--- src/rtl/header_pkg.sv ---
// rtl/header_pkg.sv - shared enums and lane helpers for the load/store unit.
package header_pkg;

    typedef enum logic [3:0] {
        ALU_ADD, ALU_SUB, ALU_AND, ALU_OR, ALU_XOR,
        ALU_SLL, ALU_SRL, ALU_SRA, ALU_SLT, ALU_SLTU
    } alu_ops_t;

    typedef enum logic [3:0] {
        MEM_NONE, MEM_LB, MEM_LH, MEM_LW, MEM_LBU, MEM_LHU,
        MEM_SB, MEM_SH, MEM_SW
    } mem_op_t;

    typedef enum logic [1:0] {
        IDLE, REQ, WAIT
    } lsu_state_t;

    function automatic logic lsu_is_store(input mem_op_t op);
        return (op == MEM_SB) || (op == MEM_SH) || (op == MEM_SW);
    endfunction

    function automatic logic [3:0] lsu_be(input mem_op_t op, input logic [1:0] off);
        case (op)
            MEM_SB:  return 4'b0001 << off;
            MEM_SH:  return off[1] ? 4'b1100 : 4'b0011;
            default: return 4'b1111;
        endcase
    endfunction

    // Store data is replicated so the byte enables alone pick the lane.
    function automatic logic [31:0] lsu_wdata(input mem_op_t op, input logic [31:0] d);
        case (op)
            MEM_SB:  return {4{d[7:0]}};
            MEM_SH:  return {2{d[15:0]}};
            default: return d;
        endcase
    endfunction

    function automatic logic lsu_misaligned(input mem_op_t op, input logic [1:0] off);
        case (op)
            MEM_LH, MEM_LHU, MEM_SH: return off[0];
            MEM_LW, MEM_SW:          return |off;
            default:                 return 1'b0;
        endcase
    endfunction

endpackage

--- src/rtl/lsu_load_align.sv ---
// rtl/lsu_load_align.sv - selects the load lane from a word and sign/zero extends it.
module lsu_load_align
    import header_pkg::*;
(
    input  mem_op_t     op_i,
    input  logic [1:0]  off_i,
    input  logic [31:0] rdata_i,
    output logic [31:0] data_o
);

    logic [7:0]  byte_sel;
    logic [15:0] half_sel;

    always_comb begin
        byte_sel = rdata_i[{off_i, 3'b000} +: 8];
        half_sel = off_i[1] ? rdata_i[31:16] : rdata_i[15:0];
        case (op_i)
            MEM_LB:  data_o = {{24{byte_sel[7]}}, byte_sel};
            MEM_LBU: data_o = {24'h0, byte_sel};
            MEM_LH:  data_o = {{16{half_sel[15]}}, half_sel};
            MEM_LHU: data_o = {16'h0, half_sel};
            default: data_o = rdata_i;
        endcase
    end

endmodule

--- src/rtl/load_store_unit.sv ---
// rtl/load_store_unit.sv - single-outstanding load/store unit with response timeout.
// Optional LSU_MISALIGN_TRAP_EN adds the misalign port and rejects unaligned ops.
module load_store_unit
    import header_pkg::*;
#(
    parameter int RSP_TIMEOUT = 16
)(
    input  logic        clk,
    input  logic        rst,
    input  logic        ex_valid,
    output logic        ex_ready,
    input  mem_op_t     mem_op,
    input  logic [31:0] addr,
    input  logic [31:0] wdata,
    input  logic [4:0]  rd,
    output logic        dmem_req,
    output logic        dmem_we,
    output logic [31:0] dmem_addr,
    output logic [3:0]  dmem_be,
    output logic [31:0] dmem_wdata,
    input  logic        dmem_gnt,
    input  logic        dmem_rvalid,
    input  logic [31:0] dmem_rdata,
    output logic        wb_valid,
    output logic [4:0]  wb_rd,
    output logic [31:0] wb_data,
    output logic        st_done,
`ifdef LSU_MISALIGN_TRAP_EN
    output logic        misalign,
`endif
    output logic        err
);

    localparam int CNT_W = $clog2(RSP_TIMEOUT + 1);
    localparam logic [CNT_W-1:0] CNT_LAST = CNT_W'(RSP_TIMEOUT - 1);

    lsu_state_t     state_q;
    mem_op_t        op_q;
    logic [1:0]     off_q;
    logic [4:0]     rd_q;
    logic [CNT_W-1:0] cnt_q;
    logic           dmem_req_q, dmem_we_q, wb_valid_q, st_done_q, err_q;
    logic [31:0]    dmem_addr_q, dmem_wdata_q, wb_data_q;
    logic [3:0]     dmem_be_q;
    logic [4:0]     wb_rd_q;

    logic           accept;
    logic           trap;
    logic [3:0]     be_d;
    logic [31:0]    wdata_d;
    logic [31:0]    load_d;

    assign accept  = (state_q == IDLE) && ex_valid && (mem_op != MEM_NONE);
    assign be_d    = lsu_be(mem_op, addr[1:0]);
    assign wdata_d = lsu_wdata(mem_op, wdata);

`ifdef LSU_MISALIGN_TRAP_EN
    logic misalign_q;
    assign trap     = lsu_misaligned(mem_op, addr[1:0]);
    assign misalign = misalign_q;
`else
    assign trap = 1'b0;
`endif

    lsu_load_align u_align (
        .op_i    (op_q),
        .off_i   (off_q),
        .rdata_i (dmem_rdata),
        .data_o  (load_d)
    );

    always_ff @(posedge clk) begin
        if (rst) begin
            state_q      <= IDLE;
            op_q         <= MEM_NONE;
            off_q        <= 2'b00;
            rd_q         <= 5'd0;
            cnt_q        <= '0;
            dmem_req_q   <= 1'b0;
            dmem_we_q    <= 1'b0;
            dmem_addr_q  <= 32'h0;
            dmem_be_q    <= 4'h0;
            dmem_wdata_q <= 32'h0;
            wb_valid_q   <= 1'b0;
            wb_rd_q      <= 5'd0;
            wb_data_q    <= 32'h0;
            st_done_q    <= 1'b0;
            err_q        <= 1'b0;
`ifdef LSU_MISALIGN_TRAP_EN
            misalign_q   <= 1'b0;
`endif
        end else begin
            st_done_q  <= 1'b0;
            err_q      <= 1'b0;
            wb_valid_q <= 1'b0;
`ifdef LSU_MISALIGN_TRAP_EN
            misalign_q <= accept && trap;
`endif
            case (state_q)
                IDLE: begin
                    if (accept && !trap) begin
                        op_q         <= mem_op;
                        off_q        <= addr[1:0];
                        rd_q         <= rd;
                        dmem_req_q   <= 1'b1;
                        dmem_we_q    <= lsu_is_store(mem_op);
                        dmem_addr_q  <= {addr[31:2], 2'b00};
                        dmem_be_q    <= be_d;
                        dmem_wdata_q <= wdata_d;
                        state_q      <= REQ;
                    end
                end
                REQ: begin
                    if (dmem_gnt) begin
                        dmem_req_q <= 1'b0;
                        if (lsu_is_store(op_q)) begin
                            st_done_q <= 1'b1;
                            state_q   <= IDLE;
                        end else begin
                            cnt_q   <= '0;
                            state_q <= WAIT;
                        end
                    end
                end
                WAIT: begin
                    // A response arriving on the final allowed cycle still wins over the timeout.
                    if (dmem_rvalid) begin
                        wb_valid_q <= 1'b1;
                        wb_rd_q    <= rd_q;
                        wb_data_q  <= load_d;
                        state_q    <= IDLE;
                    end else if (cnt_q == CNT_LAST) begin
                        err_q   <= 1'b1;
                        state_q <= IDLE;
                    end else begin
                        cnt_q <= cnt_q + 1'b1;
                    end
                end
                default: state_q <= IDLE;
            endcase
        end
    end

    assign ex_ready   = (state_q == IDLE);
    assign dmem_req   = dmem_req_q;
    assign dmem_we    = dmem_we_q;
    assign dmem_addr  = dmem_addr_q;
    assign dmem_be    = dmem_be_q;
    assign dmem_wdata = dmem_wdata_q;
    assign wb_valid   = wb_valid_q;
    assign wb_rd      = wb_rd_q;
    assign wb_data    = wb_data_q;
    assign st_done    = st_done_q;
    assign err        = err_q;

endmodule

--- config.mk ---
export PLATFORM = sky130hd
export DESIGN_NAME = load_store_unit
export DESIGN_NICKNAME = d
export VERILOG_FILES = /design/src/rtl/header_pkg.sv /design/src/rtl/lsu_load_align.sv /design/src/rtl/load_store_unit.sv
export SDC_FILE = /design/constraint.sdc
export NUM_CORES = 1
export LEC_CHECK = 0
export CORE_ASPECT_RATIO = 0.7
export CORE_UTILIZATION = 25
export DETAILED_ROUTE_END_ITERATION = 12
export GPL_ROUTABILITY_DRIVEN = 0
export GPL_TIMING_DRIVEN = 0
export PLACE_DENSITY = 0.62
export SYNTH_ARGS = -nofsm -noshare
export SYNTH_HDL_FRONTEND = slang
export SYNTH_SLANG_ARGS = --single-unit
--- constraint.sdc ---
create_clock -name clk -period 4 [get_ports clk]
set_input_delay 0.8 -clock clk [delete_from_list [all_inputs] [get_ports clk]]
set_output_delay 0.8 -clock clk [all_outputs]
set_load 0.05 [all_outputs]
## After elaboration in Yosys (flattened, before gate mapping)

Index checks and enable logic that the tools add are counted.
W data, S select, Z words.

| storage, ports and cells | value |
|---|---|
| bits in writable memories | 0 |
| register bits | 126 |
| word-level logic and storage cells | 80 |
| input bits | 110 |
| memories | 0 |
| memory bits (read-only) | 0 |
| bits in latches | 0 |

| operators by class | value |
|---|---|
| shift-type cells | 2 |
| multipliers | 0 |
| muxes and demuxes | 22 |
| add/subtract/negate cells | 1 |
| bitwise gates (word level) | 3 |
| equality and inequality tests | 19 |
| reduce and logical (&&, ||, !) cells | 18 |
| order comparisons | 0 |
| divide/modulo/power cells | 0 |

Operators with widths:

| operator | number |
|---|---|
| $pmux W32 S4 | 1 |
| $pmux W32 S2 | 1 |
| $shiftx A32 B6 Y8 | 1 |
| $eq A4 B3 Y1 const B | 6 |
| $mux W5 | 4 |
| $mux W16 | 1 |
| $mux W2 | 5 |
| $pmux W5 S2 | 1 |
| $eq A4 B4 Y1 const B | 2 |
| $ne A2 B2 Y1 const B | 4 |
| $pmux W4 S2 | 1 |
| $pmux W2 S3 | 1 |
| $reduce_and A3 Y1 | 2 |
| $reduce_or A3 Y1 | 2 |
| $add A5 B1 Y5 const B | 1 |
| $eq A5 B4 Y1 const B | 1 |
| $mux W1 | 5 |
| $reduce_and A5 Y1 | 1 |
| $eq A4 B1 Y1 const B | 1 |
| $eq A4 B2 Y1 const B | 1 |
| $logic_or A1 B1 Y1 | 4 |
| $mux W4 | 1 |
| $reduce_and A2 Y1 | 2 |
| $reduce_bool A2 Y1 | 2 |
| other kinds (11) | 14 |

## Depth between registers and ports, before layout

Gate-level depths: netlist (run 1).

| logic depth | value |
|---|---|
| word-level depth | 6 |
| depth in mapped cells | 7 |
| mapped depth without buffers | 7 |

## By module

From an unflattened synthesis (run 1), not the netlist that was laid out.

| second synthesis, totals | value |
|---|---|
| cells, all modules | 671 |
| area total of the unflattened synthesis | 5485.3 µm² |

Modules (own cells, without submodules):

| module | cells an instance | sequential area each (µm²) | instances | area an instance (µm²) |
|---|---|---|---|---|
| load_store_unit | 579 | 2522.4 | 1 | 4792.1 |
| lsu_load_align | 92 | 0.0 | 1 | 693.2 |

## Least setup slack after synthesis (run 1)

No wires, ideal clock.

| timing | value |
|---|---|
| path kind | input port to flip-flop |
| from | input port dmem_rdata[31] |
| to | register wb_data_q[16] (netlist: wb_data[16]) |
| library setup time | 120 ps |
| required time | 3880 ps |
| data arrival time | 2023 ps |
| buffers on the path | 1 |
| stages on the path | 5 |
| path slack | 1857 ps |
| path through | mux4_2 > a41oi_4 > o31a_4 > buf_6 > a21oi_1 |

| between the ends | value |
|---|---|
| longest elaborated chain between the ends | 2 |

Ends and longest elaborated chain:

| item | line | text |
|---|---|---|
| start, declared | load_store_unit.sv:23 | `input logic [31:0] dmem_rdata,` |
| $shiftx A32 B6 Y8 / $mux W16 (equally long branches) | lsu_load_align.sv:15, lsu_load_align.sv:16 |  |
| $pmux W32 S4 (*) | lsu_load_align.sv:17 | `case (op_i)` |
| end signal, assigned | load_store_unit.sv:130 | `wb_data_q <= load_d;` |
| end, declared | load_store_unit.sv:43 | `logic [31:0] dmem_addr_q, dmem_wdata_q, wb_data_q;` |

Every way passes the cells marked *; elsewhere a longest branch is shown, timed or not.
A chain may end at the register's enable or synchronous reset.

## Worst setup path after layout (run 1)

| timing | value |
|---|---|
| from | input port mem_op[0] |
| to | register rd_q[3] |

| between the ends | value |
|---|---|
| longest elaborated chain between the ends | 3 |

Ends and longest elaborated chain:

| item | line | text |
|---|---|---|
| start, declared | load_store_unit.sv:12 | `input mem_op_t mem_op,` |
| $reduce_bool A4 Y1 | load_store_unit.sv:53 | `assign accept = (state_q == IDLE) && ex_valid && (mem_op != MEM_NONE);` |
| $logic_and A1 B1 Y1 | load_store_unit.sv:53 |  |
| $reduce_and A2 Y1 (no source line) | n/a |  |
| end signal, assigned | load_store_unit.sv:104 | `rd_q <= rd;` |
| end, declared | load_store_unit.sv:40 | `logic [4:0] rd_q;` |

Every way passes these cells.

==> results by group, run 1 <==
Global routing
  – Largest net degree at the start of global routing: 17
  – GRT Util Overall: 18.4%
  – Via count of the first global-routing pass: 5,721
  – Overflow left after global routing: 0
  – First-pass GRT wire length: 32,700 um
  – Initial antenna violation count: 0

Drt
  – Post-route ant nets: 0
  – Via count of the routed design: 5,932
  – Wire length per cell: 17.3 um
  – DRT Wirelength: 21,500 um
  – Vias per inst: 4.78
  – Number of DRC markers after the initial detailed-route iteration: 411
  – DRC violation count after routing: 0
  – First-pass detailed-route iteration total: 7

Critical path
  – CP top delay family: buffers and inverters
  – Peak per-stage delay on the critical path: 0.63 ns
  – Start-to-end type of the worst setup path: primary input to register
  – Critical Path Sink Type: register
  – Count of buffering cells on the critical path with inverters included: 2
  – Arr. time, crit path: 3.23 ns
  – Worst reg-to-reg path cell count: 7
  – Count of cell instances traversed by the critical path: 6
  – Worst-path cell with the longest stage delay: o21ai_1
  – Cells traversed along the worst timing path: clkdlybuf4s50_1 > or3_1 > o21ai_1 > clkbuf_1 > nand2_1 > a21oi_1
  – Crit path required time: 4.35 ns
  – Maximum fanout along the worst path: 10
  – Startpoint class of the critical path: primary input

Finish
  – Area Growth Syn to Fin: 55.7%
  – Total area of sequential cells: 0.00252 mm^2
  – Fraction of layout cells with a size suffix above 1: 6.78%
  – Multi-input logic area: 0.00279 mm^2
  – Most common cell after layout, fill and taps aside: clkdlybuf4s50_1
  – N_diodes: 0
  – Leading cell types in the layout, fill and taps excluded: 217 x clkdlybuf4s50_1, 165 x nand2_1, 126 x dfxtp_1
  – Fill cell total of the finished layout: 2,223
  – Nets@finish: 1,058

STA
  – Final-report hold violation count: 0
  – Worst slew slack as a fraction of its limit: 27.7%
  – Worst clock skew: 0.0209 ns
  – Final Cycle Share: 72.1%
  – Worst-Margin Slew: 1.08 ns
  – Count of final setup violators: 0
  – Number of pins with negative max-slew slack in the final report: 0
  – RSZ-0062 raised after global routing: false
  – Shortest clock period the worst path allows after layout: 2.88 ns
  – Final sum of negative setup slack: 0 ns
  – Post-route setup slack: 1.12 ns
  – Fmax: 347 MHz

Placement
  – Total half-perimeter wirelength after legalization and detailed placement: 16,300 um
  – Number of buffer cells added on primary ports: 217
  – Placement-stage worst setup slack: 0.674 ns

CTS
  – Cts repair resizes: 0
  – Largest buffer count on any clock path: 2
  – Htree depth: 4
  – Root cell of the clock tree: clkbuf_16
  – Clock transition at path regs: 0.06 ns
  – CTS Hold Buffers Added: 0
  – Sinks on the clock net: 126
  – CTS tree: built
  – Setup Fix Bufs, Post-CTS: 0
  – Number of CTS-inserted buffers: 17
  – Worst skew pair latency: 0.43 ns

Floorplan
  – Horizontal die dimension: 182 um
  – Height of the chip: 128 um
  – Std-Cell Core Area: 0.0219 mm^2
  – Effective utilization at floorplan: 25.7%
  – Number of ports placed on the die boundary: 221
  – Number of placement rows: 45
  – Total Die Area: 0.0232 mm^2

Logic synthesis
  – Summed instance area of the synthesized netlist: 0.00564 mm^2
  – Unique cell type count in the Yosys netlist: 57
  – Post-synth EDFFs: 0
  – Yosys warning total: 0
  – Part of the Yosys area used for sequential elements: 44.7%
  – Synthesized netlist cell count: 709
  – Synthesized area divided by synthesized cell count: 7.95 um^2
  – Proportion of register bits with asynchronous set or reset after synthesis: 0%
  – Most used flip-flop cell after synthesis: dfxtp_1
  – Synth Register Bits: 126

Power
  – Power consumption: 4.06 mW
  – Leakage power: 3.22 nW
  – Pwr/cell area: 462 mW/mm^2
  – Peak supply drop: 0.229 mV

Status
  – Run status: finished, final reports clean

Min path
  – Cell depth of the worst hold path: 2
  – Tightest Hold Check Type: register to register

Run
  – Maximum Capacitance Violations: 0
## cell usage after synthesis, drive strengths merged, types with 8 or more instances
master  count  share of area (%)
nor2       45                3.0
o21ai      37                3.3
dfxtp     126                 45
a311oi     19                3.0
clkbuf     38                2.5
nand3b     11                1.5
nand2     165                 11
a211oi      8                1.1
inv        15                1.0
mux2i      11                2.0
o211ai     16                2.1
a21oi     107                9.7
a22oi       9                1.2
a31oi      10                1.1
buf        22                2.4
## power breakdown
part | switching, mW | leakage [nW] | total [mW] | internal, mW
Sequential | 0.0501 | 1.03 | 1.40 | 1.35
Combinational | 0.668 | 1.90 | 1.04 | 0.374
Clock | 0.585 | 0.297 | 1.62 | 1.03
## per-stage QoR
step                instances  hold WS [ns]  utilization [%]  cell area, um^2
finish                   1241         0.452             40.1             8780
global route             1241         0.472             40.1             8780
CTS                      1241         0.454             40.1             8780
detailed placement       1209         0.448             37.3             8170
global placement         1209         0.442             37.3             8170
floorplan                 710         0.432                -             5640
## flip-flops by register name, indices dropped and copies added (netlist names), 4 cells and up
signal	flops
wb_data	32
dmem_wdata	32
rd_q	5
wb_rd	5
dmem_addr	30
op_q	4
dmem_be	4
cnt_q	5
## cell families after synthesis
kind of cell	after synthesis	synth area share [%]
xor+xnor	2	0.311
compound gates	225	24.8
simple gates	258	19.9
flops	126	44.7
buf+inv	76	5.95
mux	19	3.75
fa+ha+maj	2	0.444
other cells	1	0.0665
## metal layers
layer	routed length [um]	up-vias	global-route usage, %	share of wire [%]
met1	10600	2741	26.0	49
met5	0	-	0	0
li1	-	2941	-	-
met3	1820	17	6.39	8.5
met4	195	0	4.49	0.91
met2	8880	233	26.6	41
## tightest hold or removal path, delay by kind of cell (launching register included)
kind	cells	cell delay, ns
AO/OA/AOI/OAI	1	0.05
flip-flops	1	0.31
AND/OR/NAND/NOR	1	0.05
## final timing paths
check / to / slack [ns] / startpoint
max: rd_q[3] / 1.12 / mem_op[0]
min: wb_rd[0] / 0.45 / rd_q[0]
max reg2reg: cnt_q[3] / 1.75 / cnt_q[0]
min reg2reg: wb_rd[0] / 0.45 / rd_q[0]
## final cells by class
type                    count  area share [%]
multi-input cells         508            31.7
inverters                  16           0.684
well taps                 282            4.02
plain buffers              60            3.14
flip-flops and latches    126            28.7
clock buffers              23            5.44
repair buffers            217            24.7
clock inverters             9            1.52
Note: power is estimated with default switching activity, not from simulation.
==> inputs of run 2 (changes only) <==
==> constraint.sdc (replaced) <==
create_clock -name clk -period 2.8 [get_ports clk]
set_input_delay 0.56 -clock clk [delete_from_list [all_inputs] [get_ports clk]]
set_output_delay 0.56 -clock clk [all_outputs]
set_load 0.05 [all_outputs]
==> run 2 against run 1 <==
Compared with the run above: setup slack worse by 0.76 ns; power is 43% higher; combinational power is 43% higher; clock power is 43% higher; first-iteration DRC count is 0.49% higher; sequential cell count stayed put; sequential power is 43% higher; global-route usage stayed put; final area hardly changed; critical path depth stayed put; critical path type unchanged.
==> results by group, run 2 (same netlist as run 1, synthesis figures left out) <==
STA
  – RSZ-0062 raised after global routing: false
  – Final-report hold violation count: 0
  – Fmax: 409 MHz
  – Worst slew slack as a fraction of its limit: 26.1%
  – Shortest clock period the worst path allows after layout: 2.44 ns
  – Count of final setup violators: 0
  – Number of pins with negative max-slew slack in the final report: 0
  – Worst clock skew: 0.0138 ns
  – Worst-Margin Slew: 1.11 ns
  – Final Cycle Share: 87.2%

Global routing
  – Initial antenna violation count: 0
  – First-pass GRT wire length: 32,700 um
  – Overflow left after global routing: 0
  – GRT Util Overall: 18.4%
  – Largest net degree at the start of global routing: 17
  – Via count of the first global-routing pass: 5,721

Drt
  – First-pass detailed-route iteration total: 7
  – Wire length per cell: 17.3 um
  – Post-route ant nets: 0
  – Via count of the routed design: 5,937
  – Vias per inst: 4.78
  – DRT Wirelength: 21,500 um
  – DRC violation count after routing: 0
  – Number of DRC markers after the initial detailed-route iteration: 413

Power
  – Leakage power: 3.23 nW
  – Gate power share: 25.7%
  – Peak supply drop: 0.326 mV
  – Int Power: 3.94 mW
  – Pwr/cell area: 660 mW/mm^2
  – Fraction of power spent switching nets: 32.1%
  – Clock power share: 39.8%
  – Share of total power in sequential cells: 34.5%
  – Net load switching power: 1.86 mW
  – Power consumption: 5.80 mW

CTS
  – Setup Fix Bufs, Post-CTS: 0
  – Worst skew pair latency: 0.42 ns
  – Largest buffer count on any clock path: 2
  – Htree depth: 4
  – Sinks on the clock net: 126
  – CTS tree: built
  – CTS Hold Buffers Added: 0
  – Cts repair resizes: 0
  – Clock transition at path regs: 0.06 ns
  – Number of CTS-inserted buffers: 17
  – Root cell of the clock tree: clkbuf_16

Placement
  – Cell area after placement: 0.00817 mm^2
  – Number of buffer cells added on primary ports: 217
  – Total half-perimeter wirelength after legalization and detailed placement: 16,300 um

Finish
  – Fill cell total of the finished layout: 2,223
  – Layout Cell Area excl Fill: 0.00878 mm^2
  – Leading cell types in the layout, fill and taps excluded: 217 x clkdlybuf4s50_1, 165 x nand2_1, 126 x dfxtp_1
  – Fraction of layout cells with a size suffix above 1: 6.88%
  – Most common cell after layout, fill and taps aside: clkdlybuf4s50_1
  – Nets@finish: 1,058
  – N_diodes: 0
  – Area Growth Syn to Fin: 55.8%

Critical path
  – Critical Path Sink Type: register
  – Worst-path cell with the longest stage delay: clkbuf_1
  – Peak per-stage delay on the critical path: 0.52 ns
  – Count of buffering cells on the critical path with inverters included: 2
  – Arr. time, crit path: 2.78 ns
  – Cells traversed along the worst timing path: clkdlybuf4s50_1 > or3_1 > o21ai_2 > clkbuf_1 > nand2_1 > a21oi_1
  – Crit path required time: 3.13 ns
  – Startpoint class of the critical path: primary input
  – Worst reg-to-reg path cell count: 7
  – Start-to-end type of the worst setup path: primary input to register
  – CP top delay family: buffers and inverters
  – Count of cell instances traversed by the critical path: 6
  – Maximum fanout along the worst path: 10

Floorplan
  – Height of the chip: 128 um
  – Std-Cell Core Area: 0.0219 mm^2
  – Number of ports placed on the die boundary: 221
  – Effective utilization at floorplan: 25.7%
  – Total Die Area: 0.0232 mm^2
  – Number of placement rows: 45
  – Horizontal die dimension: 182 um

Min path
  – Cell depth of the worst hold path: 2
  – Tightest Hold Check Type: register to register

Status
  – Run status: finished, final reports clean

Run
  – Maximum Capacitance Violations: 0
-- run 2: layer usage --
| layer | routed length [um] | track usage (%) | share of wire [%] |
|---|---|---|---|
| met1 | 10600 | 26.0 | 49 |
| met2 | 8910 | 26.6 | 41 |
| met3 | 1810 | 6.39 | 8.4 |
| met4 | 191 | 4.49 | 0.89 |
| met5 | 0 | 0 | 0 |
-- run 2: power groups by stage --
stage | sequential, mW | clock (mW) | combinational, mW
after floorplan | 2.44 | 0 | 0.482
after global placement | 2.04 | 0 | 1.48
after detailed placement | 2.04 | 0 | 1.48
after CTS | 2.00 | 2.36 | 1.49
after global routing | 2.02 | 2.44 | 1.59
final | 2.00 | 2.31 | 1.49
-- run 2: path summary, 6_finish.rpt --
path | start | endpoint | slack (ns)
setup / recovery | mem_op[0] | rd_q[3] | 0.36
hold / removal | rd_q[0] | wb_rd[0] | 0.45
setup reg to reg | cnt_q[0] | cnt_q[3] | 0.53
hold reg to reg | rd_q[0] | wb_rd[0] | 0.45
-- run 2: cell type report --
cell class,count,area (um^2),area share (%)
tap,282,353,4.02
clock buffer,23,478,5.44
timing repair buffer,217,2170,24.7
multi-input combinational,508,2790,31.8
clock inverter,9,134,1.52
buffer,60,275,3.13
sequential,126,2520,28.7
inverter,16,60.1,0.684
-- run 2: worst register-to-register path: cells and delay by family (launching register included) --
family                   cells  cell delay (ns)
AND/OR/NAND/NOR              3             1.07
adder cells (fa/ha/maj)      2             0.40
AO/OA/AOI/OAI                1             0.20
multiplexers                 1             0.14
flip-flops                   1             0.34
-- run 2: through the flow --
| step | TNS [ns] | utilization, % | cells | worst slack, ns | hold slack, ns |
|---|---|---|---|---|---|
| after CTS | 0 | 40.1 | 1241 | 0.148 | 0.454 |
| after global placement | -7.67 | 37.3 | 1209 | -0.245 | 0.442 |
| after floorplan | 0 | - | 710 | 0.710 | 0.432 |
| after global routing | 0 | 40.1 | 1241 | 0.168 | 0.472 |
| after detailed placement | -8.87 | 37.3 | 1209 | -0.286 | 0.448 |
| final | 0 | 40.1 | 1241 | 0.357 | 0.452 |
==> inputs of run 3 (changes only) <==
--- a/config.mk
+++ b/config.mk
@@ -5,8 +5,10 @@
 export SDC_FILE = /design/constraint.sdc
 export NUM_CORES = 1
 export LEC_CHECK = 0
+export CAP_MARGIN = 10
 export CORE_ASPECT_RATIO = 0.7
 export CORE_UTILIZATION = 25
+export CTS_BUF_LIST = sky130_fd_sc_hd__clkbuf_16
 export DETAILED_ROUTE_END_ITERATION = 12
 export GPL_ROUTABILITY_DRIVEN = 0
 export GPL_TIMING_DRIVEN = 0
==> run 3 against run 2 <==
Compared with the run above: clock skew down 0.0032 ns; setup slack is essentially flat; highest routed layer unchanged; utilization fell by 0.14 points; sequential share of layout area rose by 0.098 points; sequential cell count stayed put; fmax about the same; largest cell class unchanged; via count down 0.29%; critical path type unchanged.
==> results by group, run 3 (same netlist as run 1, synthesis figures left out) <==
CTS
  – Largest buffer count on any clock path: 2
  – Clock transition at path regs: 0.06 ns
  – Sinks on the clock net: 126
  – Root cell of the clock tree: clkbuf_16
  – Number of CTS-inserted buffers: 17
  – CTS Hold Buffers Added: 0
  – Worst skew pair latency: 0.41 ns
  – Htree depth: 4
  – CTS tree: built

Drt
  – Via count of the routed design: 5,920
  – Met1 wire length: 10,500 um
  – Vias per inst: 4.77
  – Highest metal layer with signal wires: met4
  – First-pass detailed-route iteration total: 5
  – DRT Wirelength: 21,400 um
  – Detail Route met2 WL: 8910 um
  – Number of DRC markers after the initial detailed-route iteration: 482
  – Post-route ant nets: 0
  – Met3 Wirelength: 1790 um
  – DRC violation count after routing: 0
  – Wire length per cell: 17.3 um

Floorplan
  – Total Die Area: 0.0232 mm^2
  – Height of the chip: 128 um
  – Number of placement rows: 45
  – Effective utilization at floorplan: 25.7%
  – Horizontal die dimension: 182 um
  – Std-Cell Core Area: 0.0219 mm^2
  – Number of ports placed on the die boundary: 221

Critical path
  – Capture point of the worst reg-to-reg path: cnt_q[3]
  – Arr. time, crit path: 2.78 ns
  – Startpoint class of the critical path: primary input
  – Startpoint of the worst-slack reg-to-reg timing path: cnt_q[0]
  – Worst reg-to-reg path cell count: 7
  – Critical Path Sink Type: register
  – Maximum fanout along the worst path: 10
  – Crit path required time: 3.13 ns
  – Start-to-end type of the worst setup path: primary input to register
  – Crit path to: rd_q[3]
  – Launch point of the critical path: mem_op[0]
  – Reg-to-reg slack, setup: 0.54 ns

Power
  – Pwr/cell area: 651 mW/mm^2
  – Peak supply drop: 0.327 mV
  – Leakage power: 3.22 nW

Finish
  – Layout Cell Area excl Fill: 0.00875 mm^2
  – Nets@finish: 1,058
  – Fraction of layout cells with a size suffix above 1: 6.57%
  – Area Growth Syn to Fin: 55.2%
  – Non-filler instance count after layout: 1,241
  – Leading cell types in the layout, fill and taps excluded: 217 x clkdlybuf4s50_1, 165 x nand2_1, 126 x dfxtp_1
  – N_diodes: 0
  – Most common cell after layout, fill and taps aside: clkdlybuf4s50_1

Global routing
  – Largest net degree at the start of global routing: 17
  – Initial antenna violation count: 0
  – Via count of the first global-routing pass: 5,717
  – GRT Util Overall: 18.4%
  – First-pass GRT wire length: 32,700 um
  – Overflow left after global routing: 0

STA
  – Final-report hold violation count: 0
  – RSZ-0062 raised after global routing: false
  – Worst clock skew: 0.0106 ns
  – Worst slew slack as a fraction of its limit: 25.5%
  – Shortest clock period the worst path allows after layout: 2.44 ns
  – Count of final setup violators: 0
  – Worst-Margin Slew: 1.12 ns
  – Fmax: 409 MHz
  – Final Cycle Share: 87.2%
  – Number of pins with negative max-slew slack in the final report: 0

Placement
  – Number of buffer cells added on primary ports: 217
  – Cell area after placement: 0.00817 mm^2
  – Instance count after placement with tap cells included: 1,209
  – Total half-perimeter wirelength after legalization and detailed placement: 16,300 um

Run
  – Maximum Capacitance Violations: 0

Status
  – Run status: finished, final reports clean

Min path
  – Tightest Hold Check Type: register to register
  – Launch point of the worst hold path: rd_q[0]
-- run 3: changes by cell type in the layout (fill, tap and decap cells not counted), sizes merged --
cell | previous run | this run
inv | 15 | 18
clkinv | 6 | 9
clkbuf | 61 | 55
-- run 3: critical path, cell delays in order --
cell	delay, ns
clkdlybuf4s50_1	0.47
or3_1	0.50
o21ai_2	0.42
clkbuf_1	0.52
nand2_1	0.12
a21oi_1	0.17
-- run 3: stage by stage --
stage	hold WS, ns	util (%)	setup TNS [ns]	setup WS (ns)	total power [mW]
finish	0.452	40.0	0	0.358	5.70
global route	0.472	40.0	0	0.168	5.94
CTS	0.454	39.9	0	0.148	5.75
detailed placement	0.448	37.3	-8.87	-0.286	3.53
global placement	0.442	37.3	-7.67	-0.245	3.52
floorplan	0.432	-	0	0.710	2.92
-- run 3: report_power, final --
part	internal, mW	switching, mW
Sequential	1.93	0.0715
Combinational	0.535	0.953
Clock	1.38	0.831
-- run 3: worst min path at each step --
stage,end,slack (ns),cells past startpoint
final,wb_rd[0],0.45,2
after global routing,wb_rd[0],0.47,2
after CTS,dmem_addr[20],0.45,2
after detailed placement,dmem_addr[7],0.45,2
after global placement,dmem_addr[7],0.44,2
after floorplan,wb_rd[0],0.43,2
-- run 3: what timing repair did --
| action | CTS | global route |
|---|---|---|
| buffers inserted | 0 | 0 |
| setup endpoints to repair | 0 | 2 |
| resized for setup | 0 | 1 |
-- run 3: final cells by class --
class / instances / area (um^2)
repair buffers: 217 / 2170
inverters: 16 / 60.1
flip-flops and latches: 126 / 2520
plain buffers: 60 / 275
clock inverters: 15 / 156
multi-input cells: 508 / 2790
fillers: 2231 / 13100
clock buffers: 17 / 425
well taps: 282 / 353
-- run 3: layer usage --
layer / global-route usage [%] / up-vias
met5: 0 / -
met1: 26.0 / 2739
met3: 6.39 / 20
li1: - / 2941
met2: 26.6 / 220
met4: 4.49 / 0
